## config.mk

```make
export PLATFORM = sky130hd
export DESIGN_NAME = cpu_controller
export DESIGN_NICKNAME = d
export VERILOG_FILES = /design/src/rtl/cpu_controller.sv
export SDC_FILE = /design/constraint.sdc
export NUM_CORES = 1
export LEC_CHECK = 0
export BUFFER_PORTS_ARGS = -buffer_cell sky130_fd_sc_hd__buf_2
export CAP_MARGIN = 25
export CORE_AREA = 2 2 80 44
export CTS_BUF_LIST = sky130_fd_sc_hd__clkbuf_8
export DETAILED_ROUTE_END_ITERATION = 10
export DIE_AREA = 0 0 82 46
export GPL_TIMING_DRIVEN = 0
export PLACE_DENSITY_LB_ADDON = 0.1
export SLEW_MARGIN = 20
export SYNTH_ARGS = -nofsm -noshare
export SYNTH_HDL_FRONTEND = slang
export SYNTH_SLANG_ARGS = --single-unit
```

## constraint.sdc

```tcl
create_clock -name clk -period 1.8 [get_ports clk]
set_input_delay 0.18 -clock clk [delete_from_list [all_inputs] [get_ports clk]]
set_output_delay 0.18 -clock clk [all_outputs]
set_load 0.01 [all_outputs]
```

## src/rtl/cpu_controller.sv

```systemverilog
// rtl/cpu_controller.sv - instruction register, decoder and control FSM for a simple datapath
// Control outputs are registered from the next state and next IR so that they stay Moore.
module cpu_controller (
    input  logic        clk,
    input  logic        reset,
    input  logic [15:0] in,
    input  logic        load,
    input  logic        s,
    output logic        w,
    output logic        illegal,
    output logic [1:0]  ALUop,
    output logic [1:0]  shift,
    output logic [15:0] sximm8,
    output logic [2:0]  readnum,
    output logic [2:0]  writenum,
    output logic        loada,
    output logic        loadb,
    output logic        loadc,
    output logic        loads,
    output logic        asel,
    output logic        write,
    output logic [1:0]  vsel
);

    typedef enum logic [2:0] {
        S_WAIT, S_DECODE, S_GET_A, S_GET_B, S_EXEC, S_WRITE_REG, S_WRITE_IMM
    } state_t;

    state_t      state_q, state_d;
    logic [15:0] ir_q, ir_d;

    logic        w_q, w_d, illegal_q, illegal_d;
    logic        loada_q, loada_d, loadb_q, loadb_d, loadc_q, loadc_d;
    logic        loads_q, loads_d, asel_q, asel_d, write_q, write_d;
    logic [1:0]  vsel_q, vsel_d;
    logic [2:0]  regnum_q, regnum_d;

    logic [2:0]  cur_opcode, nxt_opcode;
    logic [1:0]  cur_op, nxt_op;
    logic        nxt_mov_reg, nxt_cmp, nxt_legal;

    assign cur_opcode = ir_q[15:13];
    assign cur_op     = ir_q[12:11];
    assign nxt_opcode = ir_d[15:13];
    assign nxt_op     = ir_d[12:11];
    assign nxt_mov_reg = (nxt_opcode == 3'b110) && (nxt_op == 2'b00);
    assign nxt_cmp     = (nxt_opcode == 3'b101) && (nxt_op == 2'b01);
    assign nxt_legal   = (nxt_opcode == 3'b101) ||
                         ((nxt_opcode == 3'b110) && ((nxt_op == 2'b10) || (nxt_op == 2'b00)));

    always_comb begin
        state_d = state_q;
        ir_d    = ir_q;
        case (state_q)
            S_WAIT: begin
                if (load) ir_d = in;
                if (s)    state_d = S_DECODE;
            end
            S_DECODE: begin
                if (cur_opcode == 3'b110 && cur_op == 2'b10)      state_d = S_WRITE_IMM;
                else if (cur_opcode == 3'b110 && cur_op == 2'b00) state_d = S_GET_B;
                else if (cur_opcode == 3'b101)                    state_d = S_GET_A;
                else                                              state_d = S_WAIT;
            end
            S_GET_A:     state_d = S_GET_B;
            S_GET_B:     state_d = S_EXEC;
            S_EXEC:      state_d = (cur_opcode == 3'b101 && cur_op == 2'b01) ? S_WAIT : S_WRITE_REG;
            S_WRITE_REG: state_d = S_WAIT;
            S_WRITE_IMM: state_d = S_WAIT;
            default:     state_d = S_WAIT;
        endcase
    end

    // Next-cycle control values, a pure function of the upcoming state and IR.
    always_comb begin
        w_d       = 1'b0;
        illegal_d = 1'b0;
        loada_d   = 1'b0;
        loadb_d   = 1'b0;
        loadc_d   = 1'b0;
        loads_d   = 1'b0;
        asel_d    = 1'b0;
        write_d   = 1'b0;
        vsel_d    = 2'b00;
        regnum_d  = 3'b000;
        case (state_d)
            S_WAIT:   w_d = 1'b1;
            S_DECODE: illegal_d = !nxt_legal;
            S_GET_A: begin
                loada_d  = 1'b1;
                regnum_d = ir_d[10:8];
            end
            S_GET_B: begin
                loadb_d  = 1'b1;
                regnum_d = ir_d[2:0];
            end
            S_EXEC: begin
                asel_d  = nxt_mov_reg;
                loadc_d = !nxt_cmp;
                loads_d = nxt_cmp;
            end
            S_WRITE_REG: begin
                write_d  = 1'b1;
                regnum_d = ir_d[7:5];
            end
            S_WRITE_IMM: begin
                write_d  = 1'b1;
                vsel_d   = 2'b01;
                regnum_d = ir_d[10:8];
            end
            default: w_d = 1'b0;
        endcase
    end

    always_ff @(posedge clk or posedge reset) begin
        if (reset) begin
            state_q   <= S_WAIT;
            ir_q      <= 16'h0000;
            w_q       <= 1'b1;
            illegal_q <= 1'b0;
            loada_q   <= 1'b0;
            loadb_q   <= 1'b0;
            loadc_q   <= 1'b0;
            loads_q   <= 1'b0;
            asel_q    <= 1'b0;
            write_q   <= 1'b0;
            vsel_q    <= 2'b00;
            regnum_q  <= 3'b000;
        end else begin
            state_q   <= state_d;
            ir_q      <= ir_d;
            w_q       <= w_d;
            illegal_q <= illegal_d;
            loada_q   <= loada_d;
            loadb_q   <= loadb_d;
            loadc_q   <= loadc_d;
            loads_q   <= loads_d;
            asel_q    <= asel_d;
            write_q   <= write_d;
            vsel_q    <= vsel_d;
            regnum_q  <= regnum_d;
        end
    end

    assign w        = w_q;
    assign illegal  = illegal_q;
    assign loada    = loada_q;
    assign loadb    = loadb_q;
    assign loadc    = loadc_q;
    assign loads    = loads_q;
    assign asel     = asel_q;
    assign write    = write_q;
    assign vsel     = vsel_q;
    assign readnum  = regnum_q;
    assign writenum = regnum_q;
    assign ALUop    = ir_q[12:11];
    assign shift    = ir_q[4:3];
    assign sximm8   = {{8{ir_q[7]}}, ir_q[7:0]};

endmodule

```

== After elaboration in Yosys (flattened, before gate mapping) ==
Cells that the tools add are included.

* Logic and storage cells: 66
* Input bits: 20
* Bits in registers: 32

* Multiplexer cells: 18
* Reductions and logical operators: 17
* Eq/ne operators: 18

{| class="wikitable"
|+ Operators by type and width
! cell !! count
|-
| 2-to-1 mux 16 bit || 2
|-
| equality test 3 bit (second input constant) || 8
|-
| one-hot mux 3 bit (5 select lines) || 1
|-
| equality test 3 x 2 -> 1 bit (second input constant) || 4
|-
| 2-to-1 mux 1 bit || 9
|-
| 2-to-1 mux 3 bit || 3
|-
| one-hot mux 3 bit (3 select lines) || 1
|-
| equality test 3 x 1 -> 1 bit (second input constant) || 2
|-
| logical AND 1 bit || 6
|-
| logical NOT 3 bit || 2
|-
| equality test 2 x 1 -> 1 bit (second input constant) || 2
|-
| equality test 2 bit (second input constant) || 2
|-
| logical NOT 2 bit || 2
|-
| 2-to-1 mux 2 bit || 2
|-
| OR reduction 2 bit || 2
|-
| logical NOT 1 bit || 2
|-
| logical OR 1 bit || 2
|-
| AND reduction 2 bit || 1
|}

== Depth between registers and ports, before layout ==
* Depth in word-level cells: 8
* Mapped depth: 5

== Worst setup path after synthesis ==
No wires, ideal clock.

* Path kind: register to register
* From: register state_q[0]
* To: register regnum_q[2], in the netlist readnum[2]
* Arrival time: 1467 ps
* Slack: 212 ps
* Data required time: 1679 ps
* Buffers on the path: 1
* Cell stages (with the launch flop): 6
* Cell sequence: dfrtp_1 nor4b_2 buf_4 mux2_2 a32oi_1 nand2_1

* Elaborated cells between the ends (all ways): 14

{| class="wikitable"
|+ RTL lines
! what !! RTL line !! text
|-
| start: declaration || 29 || <nowiki>state_t state_q, state_d;</nowiki>
|-
| start signal: assignment || 130 || <nowiki>state_q <= state_d;</nowiki>
|-
| logical NOT 3 bit || 54 || <nowiki>case (state_q)</nowiki>
|-
| 2-to-1 mux 16 bit || 54 ||
|-
| via ir_d[10] || 30 || <nowiki>logic [15:0] ir_q, ir_d;</nowiki>
|-
| one-hot mux 3 bit (3 select lines) || 86 || <nowiki>case (state_d)</nowiki>
|-
| via regnum_d[2] || 36 || <nowiki>logic [2:0] regnum_q, regnum_d;</nowiki>
|-
| end signal: assignment || 141 || <nowiki>regnum_q <= regnum_d;</nowiki>
|-
| end: declaration || 36 ||
|}

The timed path passes the listed nets, and every way through them passes these cells.
A chain may end at the register's enable or synchronous reset.

== Worst setup path after layout ==
* From: register state_q[0]
* To: register regnum_q[0], in the netlist readnum[0]

The elaborated chain is that of the path after synthesis.

==> results.py <==
metrics = {
    "timing": {
        "fmax_ghz": 0.5764,
        "fin_setup_tns_ns": 0,
        "slew-limit-headroom_pct": 58.37,
        "rsz0062_at_grt": "yes",
        "period_minus_slack_ns": 1.735,
        "worst_hold_slack_ns": 0.1348,
        "hold_viol": 0,
        "tightestPinTransition_ns": 0.6236,
        "fin_skew_ns": 0.007082,
        "setup_viol": 0,
        "slew_violations": 0,
        "fin_crit_sh_pct": 96.38,
    },
    "synthesis": {
        "synth_area_leaders": "dfrtp_1 51%, buf_4 13%, mux2_2 9.9%",
        "ys_warn_count": 0,
        "synthAdderAreaFrac_pct": 0,
        "synth_cell_types": 35,
        "synth_top_family_by_area": "simple AND/OR/NAND/NOR gates",
        "async_flop_share_pct": 100.0,
        "synth_compound_area_share_pct": 6.081,
        "ys_ff_latch": 31,
        "synth_edf_count": 0,
        "synthCells": 127,
        "yosys.area.top_type": "dfrtp_1",
        "syn_area_mm2": 0.001481,
        "syn_area_per_cell_um2": 11.66,
        "syn-num-nets": 147,
        "synthSimpleGateAreaFrac_pct": 15.29,
        "synthFlopType": "dfrtp_1",
        "synthMuxAreaShare_pct": 11.66,
        "synth_top_area_share_pct": 50.68,
        "ys_seq_area_share_pct": 52.45,
        "synth-xor-area-share_pct": 0,
    },
    "global_routing": {
        "antenna_found_initial": 0,
        "grt-busiest-layer": "met2",
        "grt_pass1_vias": 947,
        "grt_max_degree": 32,
        "met3_usage_pct": 6.151,
        "grt_util_met2_pct": 24.39,
        "grt_usage_pct": 16.47,
        "use_met1_pct": 23.10,
        "grt_overflow": 0,
        "grt_first_pass_wirelength_um": 4388,
    },
    "place": {
        "io_buffers": 54,
        "dpl.hpwl_um": 2184,
        "dp_cells": 223,
        "place_area_mm2": 0.001804,
        "routabilityCongestion": 0.8095,
    },
    "cts": {
        "cts_buffer_depth": 2,
        "clk_latency_ns": 0.28,
        "cts_htree_levels": 2,
        "cts.sinks": 31,
        "cts.clk_slew.worst_paths_ns": 0.06,
        "cts_tree": "done",
        "cts_buffers": 5,
        "clock_tree.root_cell": "clkbuf_8",
    },
    "power_and_ir_drop": {
        "p_leak_nw": 1.026,
        "power_frac_clock_pct": 14.1,
        "switchingPower_mw": 1.254,
        "switching_share_pct": 36.07,
        "seq_power_share_pct": 35.9,
        "p_per_area_mw_per_mm2": 1807,
        "power.share.combinational_pct": 50.0,
        "peakVddDrop_mv": 0.7983,
        "p_int_mw": 2.223,
    },
    "die": {
        "fp.dieH_um": 46,
        "core.rowCount": 15,
        "start_util_pct": 46.98,
        "fp.dieW_um": 82,
        "io_pins": 56,
        "core_mm2": 0.003153,
        "dieArea_mm2": 0.003772,
    },
    "setup_path": {
        "critPathLaunchType": "register",
        "path_class": "register to register",
        "arrival_ns": 1.90,
        "end_kind": "register",
        "worst_ep_required_time_ns": 1.96,
        "path_max_fanout": 5,
    },
    "drt": {
        "first_pass_iters": 4,
        "vias": 1105,
        "drt_iter0_markers": 34,
        "drt_wl_total_um": 2980,
        "ant_nets": 0,
        "wl_per_cell_um": 12.74,
        "viasPerCell": 4.722,
        "drc": 0,
    },
    "finish": {
        "drive_gt1_share_pct": 57.29,
        "antennaDiodeCount": 0,
        "regArea_um2": 778.2,
        "fin_area_mm2": 0.001924,
        "nFillCells": 293,
        "finish.net_count": 211,
        "final_util_pct": 61.03,
        "syn_to_final_growth_pct": 29.90,
        "fin_cells": 234,
        "multiInputGateArea_um2": 508.0,
    },
    "hold_path": {
        "hp-class": "input port to register",
    },
    "job": {
        "cap_violations": 0,
    },
    "outcome": {
        "status": "finished clean",
    },
}
[through the flow]
stage               setup WS, ns  total power [mW]
floorplan                 0.2119             2.416
global placement         0.06612             2.906
detailed placement       0.05253             2.947
CTS                      0.02986             3.450
global route           -0.006892             3.761
finish                   0.06521             3.477
[cells in the final DEF, fill, tap and decap left out, types with 2 or more instances in the layout]
cell type  Yosys  final
a32oi_1        2      2
nor2_1         2      2
nor3_1         2      2
o21ai_0        2      2
o311a_1        2      2
buf_2          1     56
clkbuf_8       0      5
nand3_1        3      3
nor2b_1        3      3
mux2_2        13     13
nand2_1        9      9
buf_4         25     26
nand2b_1       4      4
dfrtp_1       30     29
o21ai_1        2      2
inv_1          5      6
o21a_1         2      2
[synth_stat cells (2+ instances only)]
master / instances
nor2b_1: 3
dfrtp_1: 30
o311a_1: 2
buf_4: 25
a32oi_1: 2
nand2b_1: 4
nor4b_2: 2
nand2_1: 9
o21ai_1: 2
o21a_1: 2
nand3_1: 3
mux2_2: 13
nor3_1: 2
o21ai_0: 2
nor2_1: 2
inv_1: 5
[per-layer routing]
layer  part of all wire, %  wire length, µm
met1                    49             1472
met2                    43             1280
met3                   6.9              207
met4                  0.67               20
met5                     0                0
[repair_timing]
| action | CTS | global route |
|---|---|---|
| setup buffers | 0 | 1 |
| hold buffers | 1 | 0 |
| hold endpoints to repair | 13 | 0 |
| endpoints found under the setup margin | 0 | 4 |
| resized for setup | 0 | 5 |
[registers in the layout, summed over array words and instances (netlist names)]
name and count:
asel 1, illegal 1, ir_q 16, loada 1, loadb 1, loadc 1
loads 1, readnum 3, state_q 3, vsel 1, w 1, write 1
[layout make-up]
class                   instances  area share [%]
plain buffers                  26           10.01
clock buffers                   5           3.576
clock inverters                 3          0.6502
inverters                       5          0.9753
multi-input cells              65           26.40
flip-flops and latches         31           40.44
well taps                      42           2.731
repair buffers                 57           15.21
[worst paths after layout]
path	cells past startpoint	endpoint	slack (ns)	from
hold / removal	2	ir_q[4]$_DFFE_PP0P_	0.13	in[4]
setup / recovery	5	readnum[0]$_DFF_PP0_	0.07	state_q[0]$_DFF_PP0_
setup reg to reg	5	readnum[0]$_DFF_PP0_	0.07	state_q[0]$_DFF_PP0_
max in group asynchronous	3	state_q[1]$_DFF_PP0_	0.83	reset
hold reg to reg	1	ir_q[8]$_DFF_PP0_	0.50	ir_q[8]$_DFF_PP0_
min in group asynchronous	3	vsel[0]$_DFF_PP0_	0.53	reset
[critical path, cell delays in order, from the launching register on]
cell	delay, ns
dfrtp_1	0.45
nor4b_4	0.33
buf_4	0.20
mux2_2	0.35
a32oi_1	0.21
nand2_1	0.08
[cell families after synthesis]
kind of cell	after synthesis
DFF	31
muxes	15
AOI/OAI and AO/OA	13
and+or+nand+nor	36
other	1
buffers and inverters	31
[power groups by stage]
stage                     clock network (mW)  logic (mW)  registers [mW]
after CTS                              0.505        1.71            1.24
final                                  0.490        1.74            1.25
after detailed placement                   0        1.70            1.25
after floorplan                            0        1.19            1.23
after global placement                     0        1.68            1.23
after global routing                   0.550        1.91            1.30
No activity file was read; power rests on OpenSTA's default activity.
